<file path="src/rtl/cmp_share_arbiter.sv">
// Round-robin arbiter sharing one registered signed/unsigned magnitude comparator
// among NREQ requesters. Define CMP_SHARE_ARB_STATS_EN to add saturating result counters.
module cmp_share_arbiter #(
    parameter int NREQ = 4,
    parameter int W    = 3
) (
    input  logic              clk,
    input  logic              rst,
    input  logic [NREQ-1:0]   req_valid,
    output logic [NREQ-1:0]   req_ready,
    input  logic [NREQ*W-1:0] req_a,
    input  logic [NREQ*W-1:0] req_b,
    input  logic [NREQ-1:0]   req_signed,
    output logic [NREQ-1:0]   rsp_valid,
    input  logic [NREQ-1:0]   rsp_ready,
    output logic [2:0]        rsp_o,
    output logic              busy
`ifdef CMP_SHARE_ARB_STATS_EN
    ,
    output logic [15:0]       cnt_lt,
    output logic [15:0]       cnt_eq,
    output logic [15:0]       cnt_gt
`endif
);

    localparam int IW = (NREQ > 1) ? $clog2(NREQ) : 1;

    typedef enum logic [1:0] {
        IDLE = 2'd0,
        CMP  = 2'd1,
        RESP = 2'd2
    } state_t;

    state_t          state_r;
    logic [IW-1:0]   ptr_r;
    logic [IW-1:0]   g_r;
    logic [W-1:0]    a_r;
    logic [W-1:0]    b_r;
    logic            sgn_r;
    logic [2:0]      rsp_o_r;
    logic [NREQ-1:0] rsp_valid_r;
    logic            busy_r;

    logic [NREQ-1:0] gnt_s;
    logic [IW-1:0]   gnt_idx_s;
    logic            found_s;
    logic [IW:0]     sum_s;
    logic [IW-1:0]   cand_s;
    logic            resp_hs_s;

    // Flipping the MSB maps two's-complement order onto unsigned order.
    function automatic logic [2:0] cmp_f(input logic [W-1:0] a, input logic [W-1:0] b,
                                         input logic s);
        logic [W-1:0] x;
        logic [W-1:0] y;
        x = a ^ {s, {(W-1){1'b0}}};
        y = b ^ {s, {(W-1){1'b0}}};
        if (x < y) begin
            return 3'b100;
        end else if (x == y) begin
            return 3'b010;
        end else begin
            return 3'b001;
        end
    endfunction

    function automatic logic [15:0] sat_inc(input logic [15:0] c);
        return (c == 16'hFFFF) ? c : c + 16'd1;
    endfunction

    // Round-robin pick: first valid requester after the pointer, wrapping.
    always_comb begin
        gnt_s     = '0;
        gnt_idx_s = '0;
        found_s   = 1'b0;
        sum_s     = '0;
        cand_s    = '0;
        for (int k = 1; k <= NREQ; k++) begin
            sum_s = {1'b0, ptr_r} + (IW+1)'(k);
            if (sum_s >= (IW+1)'(NREQ)) begin
                cand_s = IW'(sum_s - (IW+1)'(NREQ));
            end else begin
                cand_s = IW'(sum_s);
            end
            if (!found_s && req_valid[cand_s]) begin
                found_s   = 1'b1;
                gnt_idx_s = cand_s;
            end else begin
                found_s   = found_s;
            end
        end
        if (found_s) begin
            gnt_s[gnt_idx_s] = 1'b1;
        end else begin
            gnt_s = '0;
        end
    end

    // Accept strobe is only offered while idle and out of reset.
    always_comb begin
        if ((state_r == IDLE) && !rst) begin
            req_ready = gnt_s;
        end else begin
            req_ready = '0;
        end
    end

    // Response handshake counts only the granted requester's ready.
    always_comb begin
        if (state_r == RESP) begin
            resp_hs_s = rsp_ready[g_r];
        end else begin
            resp_hs_s = 1'b0;
        end
    end

    // Main sequencer: grant/latch, compare, hold response until accepted.
    always_ff @(posedge clk) begin
        if (rst) begin
            state_r     <= IDLE;
            ptr_r       <= IW'(NREQ - 1);
            g_r         <= '0;
            a_r         <= '0;
            b_r         <= '0;
            sgn_r       <= 1'b0;
            rsp_o_r     <= 3'b000;
            rsp_valid_r <= '0;
            busy_r      <= 1'b0;
        end else begin
            case (state_r)
                IDLE: begin
                    if (found_s) begin
                        g_r     <= gnt_idx_s;
                        a_r     <= req_a[gnt_idx_s*W +: W];
                        b_r     <= req_b[gnt_idx_s*W +: W];
                        sgn_r   <= req_signed[gnt_idx_s];
                        busy_r  <= 1'b1;
                        state_r <= CMP;
                    end else begin
                        state_r <= IDLE;
                    end
                end
                CMP: begin
                    rsp_o_r     <= cmp_f(a_r, b_r, sgn_r);
                    rsp_valid_r <= {{(NREQ-1){1'b0}}, 1'b1} << g_r;
                    state_r     <= RESP;
                end
                RESP: begin
                    if (resp_hs_s) begin
                        rsp_valid_r <= '0;
                        ptr_r       <= g_r;
                        busy_r      <= 1'b0;
                        state_r     <= IDLE;
                    end else begin
                        state_r     <= RESP;
                    end
                end
                default: begin
                    rsp_valid_r <= '0;
                    busy_r      <= 1'b0;
                    state_r     <= IDLE;
                end
            endcase
        end
    end

    assign rsp_o     = rsp_o_r;
    assign rsp_valid = rsp_valid_r;
    assign busy      = busy_r;

`ifdef CMP_SHARE_ARB_STATS_EN
    logic [15:0] cnt_lt_r;
    logic [15:0] cnt_eq_r;
    logic [15:0] cnt_gt_r;

    // Saturating per-result counters, bumped on each accepted response.
    always_ff @(posedge clk) begin
        if (rst) begin
            cnt_lt_r <= 16'd0;
            cnt_eq_r <= 16'd0;
            cnt_gt_r <= 16'd0;
        end else if (resp_hs_s) begin
            case (rsp_o_r)
                3'b100:  cnt_lt_r <= sat_inc(cnt_lt_r);
                3'b010:  cnt_eq_r <= sat_inc(cnt_eq_r);
                3'b001:  cnt_gt_r <= sat_inc(cnt_gt_r);
                default: cnt_lt_r <= cnt_lt_r;
            endcase
        end else begin
            cnt_lt_r <= cnt_lt_r;
        end
    end

    assign cnt_lt = cnt_lt_r;
    assign cnt_eq = cnt_eq_r;
    assign cnt_gt = cnt_gt_r;
`endif

endmodule

</file>
<file path="config.mk">
export PLATFORM = sky130hd
export DESIGN_NAME = cmp_share_arbiter
export DESIGN_NICKNAME = d
export VERILOG_FILES = /design/src/rtl/cmp_share_arbiter.sv
export SDC_FILE = /design/constraint.sdc
export NUM_CORES = 1
export LEC_CHECK = 0
export CORE_ASPECT_RATIO = 0.9
export CORE_MARGIN = 2
export CORE_UTILIZATION = 43
export CTS_BUF_LIST = sky130_fd_sc_hd__clkbuf_8 sky130_fd_sc_hd__clkbuf_16
export CTS_CLUSTER_SIZE = 24
export DETAILED_ROUTE_END_ITERATION = 10
export PLACE_DENSITY = 0.85
export SLEW_MARGIN = 40
export SYNTH_ARGS = -nofsm -noshare
export SYNTH_HDL_FRONTEND = slang
export SYNTH_SLANG_ARGS = --single-unit
</file>
<file path="constraint.sdc">
create_clock -name clk -period 2 [get_ports clk]
set_input_delay 0.4 -clock clk [delete_from_list [all_inputs] [get_ports clk]]
set_output_delay 0.4 -clock clk [all_outputs]
set_load 0.02 [all_outputs]
</file>
-- After elaboration in Yosys (flattened, before gate mapping)
Index checks and enable logic that the tools add are counted.
- bits in registers: 21
- bits of input ports: 38
- output and inout port bits: 12
- logic and storage cells: 95
- add/sub/neg operators: 8
- $mul: 1
- order comparisons: 12
- equality and inequality tests: 5
- shift operators: 3
- mux-type cells: 39
- bitwise logic cells: 4
- reductions and logical operators: 14
- operators by type and width (kind ; number):
    12-bit by 5-bit variable part select with 3-bit output ; 2
    2-bit two-way mux ; 10
    2-bit by 3-bit < comparator with 1-bit output (second input constant) ; 6
    1-bit two-way mux ; 15
    1-bit binary-select mux with 2-bit select ; 6
    3-bit >= comparator (second input constant) ; 4
    4-bit two-way mux ; 3
    4-bit one-hot mux with 3 select lines ; 1
    2-bit by 1-bit subtractor with 2-bit output (second input constant) ; 4
    2-bit by 2-bit adder with 3-bit output (second input constant) ; 2
    2-bit one-hot mux with 3 select lines ; 1
    2-bit AND reduction ; 3
    3-bit bitwise XOR ; 2
    1-bit logical AND ; 5
    1-bit zero test ; 4
    2-bit by 2-bit multiplier with 4-bit output (second input constant) ; 1
    2-bit inequality test (second input constant) ; 2
    1-bit by 2-bit << shifter with 4-bit output (first input constant) ; 1
    2-bit by 1-bit adder with 3-bit output (second input constant) ; 1
    2-bit by 3-bit adder with 3-bit output (second input constant) ; 1
    3-bit == test ; 1
    3-bit < comparator ; 1
    3-bit two-way mux ; 1
    1-bit one-hot mux with 3 select lines ; 1
    7 further kinds ; 8

-- Longest topological paths before layout
- depth in word-level cells: 21
- mapped depth: 7
- depth with buffers taken out: 7

-- Worst setup path before layout
No wires, ideal clock.
- path kind: flip-flop to output port
- start: register ptr_r[1]
- end: output req_ready[0]
- arrival time: 1287 ps
- data required time: 1600 ps
- setup slack: 313 ps
- stages on the path, launching flop included: 5
- buffers on the path: 0
- path through: dfxtp_1 > mux2i_1 > o21ai_4 > nor2_8 > and3_2
- word-level cells in the longest chain between the ends: 21
- elaborated cells between the ends (all ways): 45
- those cells by class: add/sub: 8; order compare: 6; mux: 24; reduce/logical: 7
- RTL lines (what ; line ; source):
    start: declaration ; 35 ; logic [IW-1:0] ptr_r;
    start signal: assignment ; 121 ; ptr_r <= IW'(NREQ - 1);
    start signal: assignment ; 151 ; ptr_r <= g_r;
    2-bit by 1-bit adder with 3-bit output ; 79 ; sum_s = {1'b0, ptr_r} + (IW+1)'(k);
    3-bit >= comparator / 2-bit by 1-bit subtractor with 2-bit output (equally long branches) ; 80, 81 ;
    2-bit two-way mux ; 80 ; if (sum_s >= (IW+1)'(NREQ)) begin
    1-bit binary-select mux with 2-bit select ; 85 ; if (!found_s && req_valid[cand_s]) begin
    1-bit two-way mux (not written as such) ; 85 ;
    1-bit two-way mux ; 85 ;
    1-bit zero test ; 85 ;
    1-bit logical AND ; 85 ;
    [... 5 more ...] ; n/a ;
    1-bit logical AND ; 85 ;
    2-bit two-way mux ; 85 ;
    2-bit by 3-bit < comparator with 1-bit output (not written as such) / 2-bit by 1-bit >= comparator with 1-bit output (equally long branches) ; 93 ; gnt_s[gnt_idx_s] = 1'b1;
    1-bit logical AND (not written as such) ; 93 ;
    1-bit two-way mux (not written as such) ; 93 ;
    1-bit demux with 2-bit select ; 93 ;
    4-bit two-way mux * ; 92 ; if (found_s) begin
    4-bit two-way mux * ; 101 ; if ((state_r == IDLE) && !rst) begin
    end: declaration ; 10 ; output logic [NREQ-1:0] req_ready,
Mark *: on every way between the ends. The rest lies on a longest branch, timed or not. The select of a mux whose other input is x is not followed.

-- Worst setup path after layout
Same ends and word-level chain as after synthesis.

==> metrics <==
Placer Congestion 0.831; reg-to-reg setup timing slack 0.29 ns; Startpoint Class register; worst slack, placed -0.772 ns; Vias/cell 5.33; Hold Startpoint rsp_valid[3]$_SDFFE_PP0P_; Root Buffer Master clkbuf_8; worst setup margin 0.0792 ns; headroom to the max-slew limit 80.8%; worst-margin pin slew 0.289 ns; crit-path max FO 4; pwr/cell area 666 mW/mm^2; status finished clean; simple-gate share of the synthesized area 25.0%; Area Overhead vs Synth 58.2%; xor/xnor share of the synthesized area 1.37%; data required time of the critical path 1.60 ns; post-layout min period 1.92 ns; Crit. End Element output port; hold path depth 2; Lkg Pwr 0.898 nW; largest family of logic cells by synthesized area simple AND/OR/NAND/NOR gates; vias in the first global route 1,451; Starting Density 45.8%; first-pass GRT wire length 5950 microns; clock sink count 21; Final setup violation count 0; f_max 521 MHz; final worst path period share 96.0%; Final ANT Viol Nets 0; drt first pass iters 4; worst path arrival time 1.52 ns; ANT cells 0; die height 55.7 microns; Residual DRC 0; Die Area 0.00343 sq mm; Hold Crit Class register to register; multi-input logic area 860 sq um; largest net degree at the start of global routing 21; Tot GR Track Use 22.7%; Final HPWL DP 2780 microns; Cells after Synth 150; Cell Area, Synth 0.00128 sq mm; Synth Area in Compound Gates 24.4%; Detailed Route WL 3550 microns; fin cells 260; Worst R2R End a_r[1]$_SDFFE_PP0P_; antenna violations before repair 0; CTS Hold Bufs 0; DR WL/cell 13.7 microns; syn avg cell area 8.52 sq um; CTS Buf Count 3; FF/Latch Area 424 sq um; Vias 1,387; final net count 262; Final Hold Fails 0; I/O Buffers 49; core area 0.00279 sq mm; CTS tree yes; hold endpoint rsp_valid[3]$_SDFFE_PP0P_; # IOs 50; H-Tree Level Count 1; #FFs+latches synth 21; Clock Path Buffers 2; Setup Skew 0.00430 ns; max-cap violation count 0; share of the synthesized area in the top cell type 32.9%; Post-Synth Adder-Cell Area 2.94%; sequential area share after synthesis 32.9%; clock latency on the worst-skew pair 0.26 ns; initial DRC count 80; Ys Warns 0; dpl cells 255; WS Path Type register to output port; area leader, netlist dfxtp_1; clk slew on worst S/H paths 0.07 ns; RSZ-0062 raised after global routing false; Chip Width 61.5 microns; Final Max Slew Viols 0; Post-Route Setup TNS 0 ns; FILL cells 236; Synth area leaders dfxtp_1, mux2_4, nor2_1; multiplexer area fraction after synthesis 10.8%; worst r2r path cells 6; peak supply drop 449 uV; Site Rows 18; fraction of layout cells with a size suffix above 1 24.5%; Syn Nets 191; grt total ovfl 0; unique cell type count in the Yosys netlist 37; reg-to-reg startpoint ptr_r[1]$_SDFFE_PP1P_
[state kept, by name, indices dropped and copies added (netlist names)]
register and flops:
a_r 3, b_r 3, busy 1, g_r 2, ptr_r 2, rsp_o 3, rsp_valid 4, sgn_r 1
state_r 2
[layout by cell type, fill, tap and decap left out, drive strengths merged, types with 6 or more instances in the layout]
| cell type | instances |
|---|---|
| a21oi | 9 |
| buf | 26 |
| clkdlybuf4s50 | 41 |
| dfxtp | 21 |
| mux2 | 7 |
| nand2 | 6 |
| nand3 | 14 |
| nor2 | 25 |
| o211a | 7 |
| o21ai | 12 |
[Yosys cell counts]
cell	instances
o21ba_2	1
a32oi_1	2
o211a_1	7
o21a_1	2
a22oi_1	1
nand2b_1	2
a21boi_1	1
a21oi_1	9
nor3_1	2
a31oi_1	2
o21ai_0	11
xor2_1	1
mux2i_1	1
inv_1	5
or3b_1	1
and3_1	2
a211oi_2	1
dfxtp_1	21
clkbuf_1	4
xnor2_1	1
mux2_4	7
and2_1	1
a211o_1	2
nor2b_1	5
nand3b_1	2
ha_1	3
nand3_1	14
o21bai_1	1
nor2_8	1
and3_2	2
o21ai_4	1
a211o_2	1
nand2_1	6
nor4_1	1
mux4_2	1
nor2_1	24
a211oi_1	1
[through the flow]
step	utilization, %	instance area, sq um	power (mW)	hold slack (ns)
after floorplan	-	1280	0.825	0.503
after global placement	70.0	1950	1.05	0.467
after detailed placement	70.0	1950	1.07	0.473
after CTS	72.5	2020	1.35	0.493
after global routing	72.4	2020	1.44	0.527
final	72.4	2020	1.35	0.491
[logic make-up after synthesis]
family | count (synthesis)
AND/OR/NAND/NOR | 63
AO/OA/AOI/OAI | 43
flip-flops | 21
buffers and inverters | 9
multiplexers | 9
adder cells (fa/ha/maj) | 3
XOR/XNOR | 2
[power by group]
part	switching (mW)	leakage, nW	internal, mW	total (mW)
logic	0.266	0.700	0.301	0.567
clock network	0.133	0.0255	0.139	0.272
registers	0.0370	0.173	0.471	0.508
[worst max-delay path, cell delays in order, from the launching register on]
cell	delay, ns
dfxtp_4	0.37
buf_4	0.13
nand2_2	0.07
a31oi_4	0.17
buf_6	0.12
nand2_1	0.06
and3_2	0.20
buf_6	0.13
[layer usage]
layer / global-route usage [%] / up-vias / share of wire (%)
li1: - / 686 / -
met1: 24.8 / 644 / 41
met2: 40.0 / 48 / 52
met3: 6.51 / 9 / 5.7
met4: 8.21 / 0 / 1.8
met5: 0 / - / 0
[worst max-delay path by stage]
stage | slack, ns | startpoint | to
after floorplan | 0.31 | ptr_r[1]$_SDFFE_PP1P_ | req_ready[0]
after global placement | -0.67 | req_valid[3] | req_ready[2]
after detailed placement | -0.77 | req_valid[3] | req_ready[0]
after CTS | 0.002 | req_valid[3] | req_ready[0]
after global routing | 0.02 | ptr_r[1]$_SDFFE_PP1P_ | req_ready[0]
final | 0.08 | ptr_r[1]$_SDFFE_PP1P_ | req_ready[0]
[final cells by class]
class | count | area share (%)
multi-input combinational | 120 | 42.5
inverter | 5 | 0.928
tap | 40 | 2.47
clock buffer | 3 | 2.04
timing repair buffer | 70 | 30.9
sequential | 21 | 21.0
clock inverter | 1 | 0.247
[timing repair]
action                                  4_1_cts  5_1_grt
pin swaps                                     2        1
buffers inserted                              1        0
endpoints found under the setup margin       11        4
gates resized for setup                      34        9
Power figures use the tool's default switching activity.
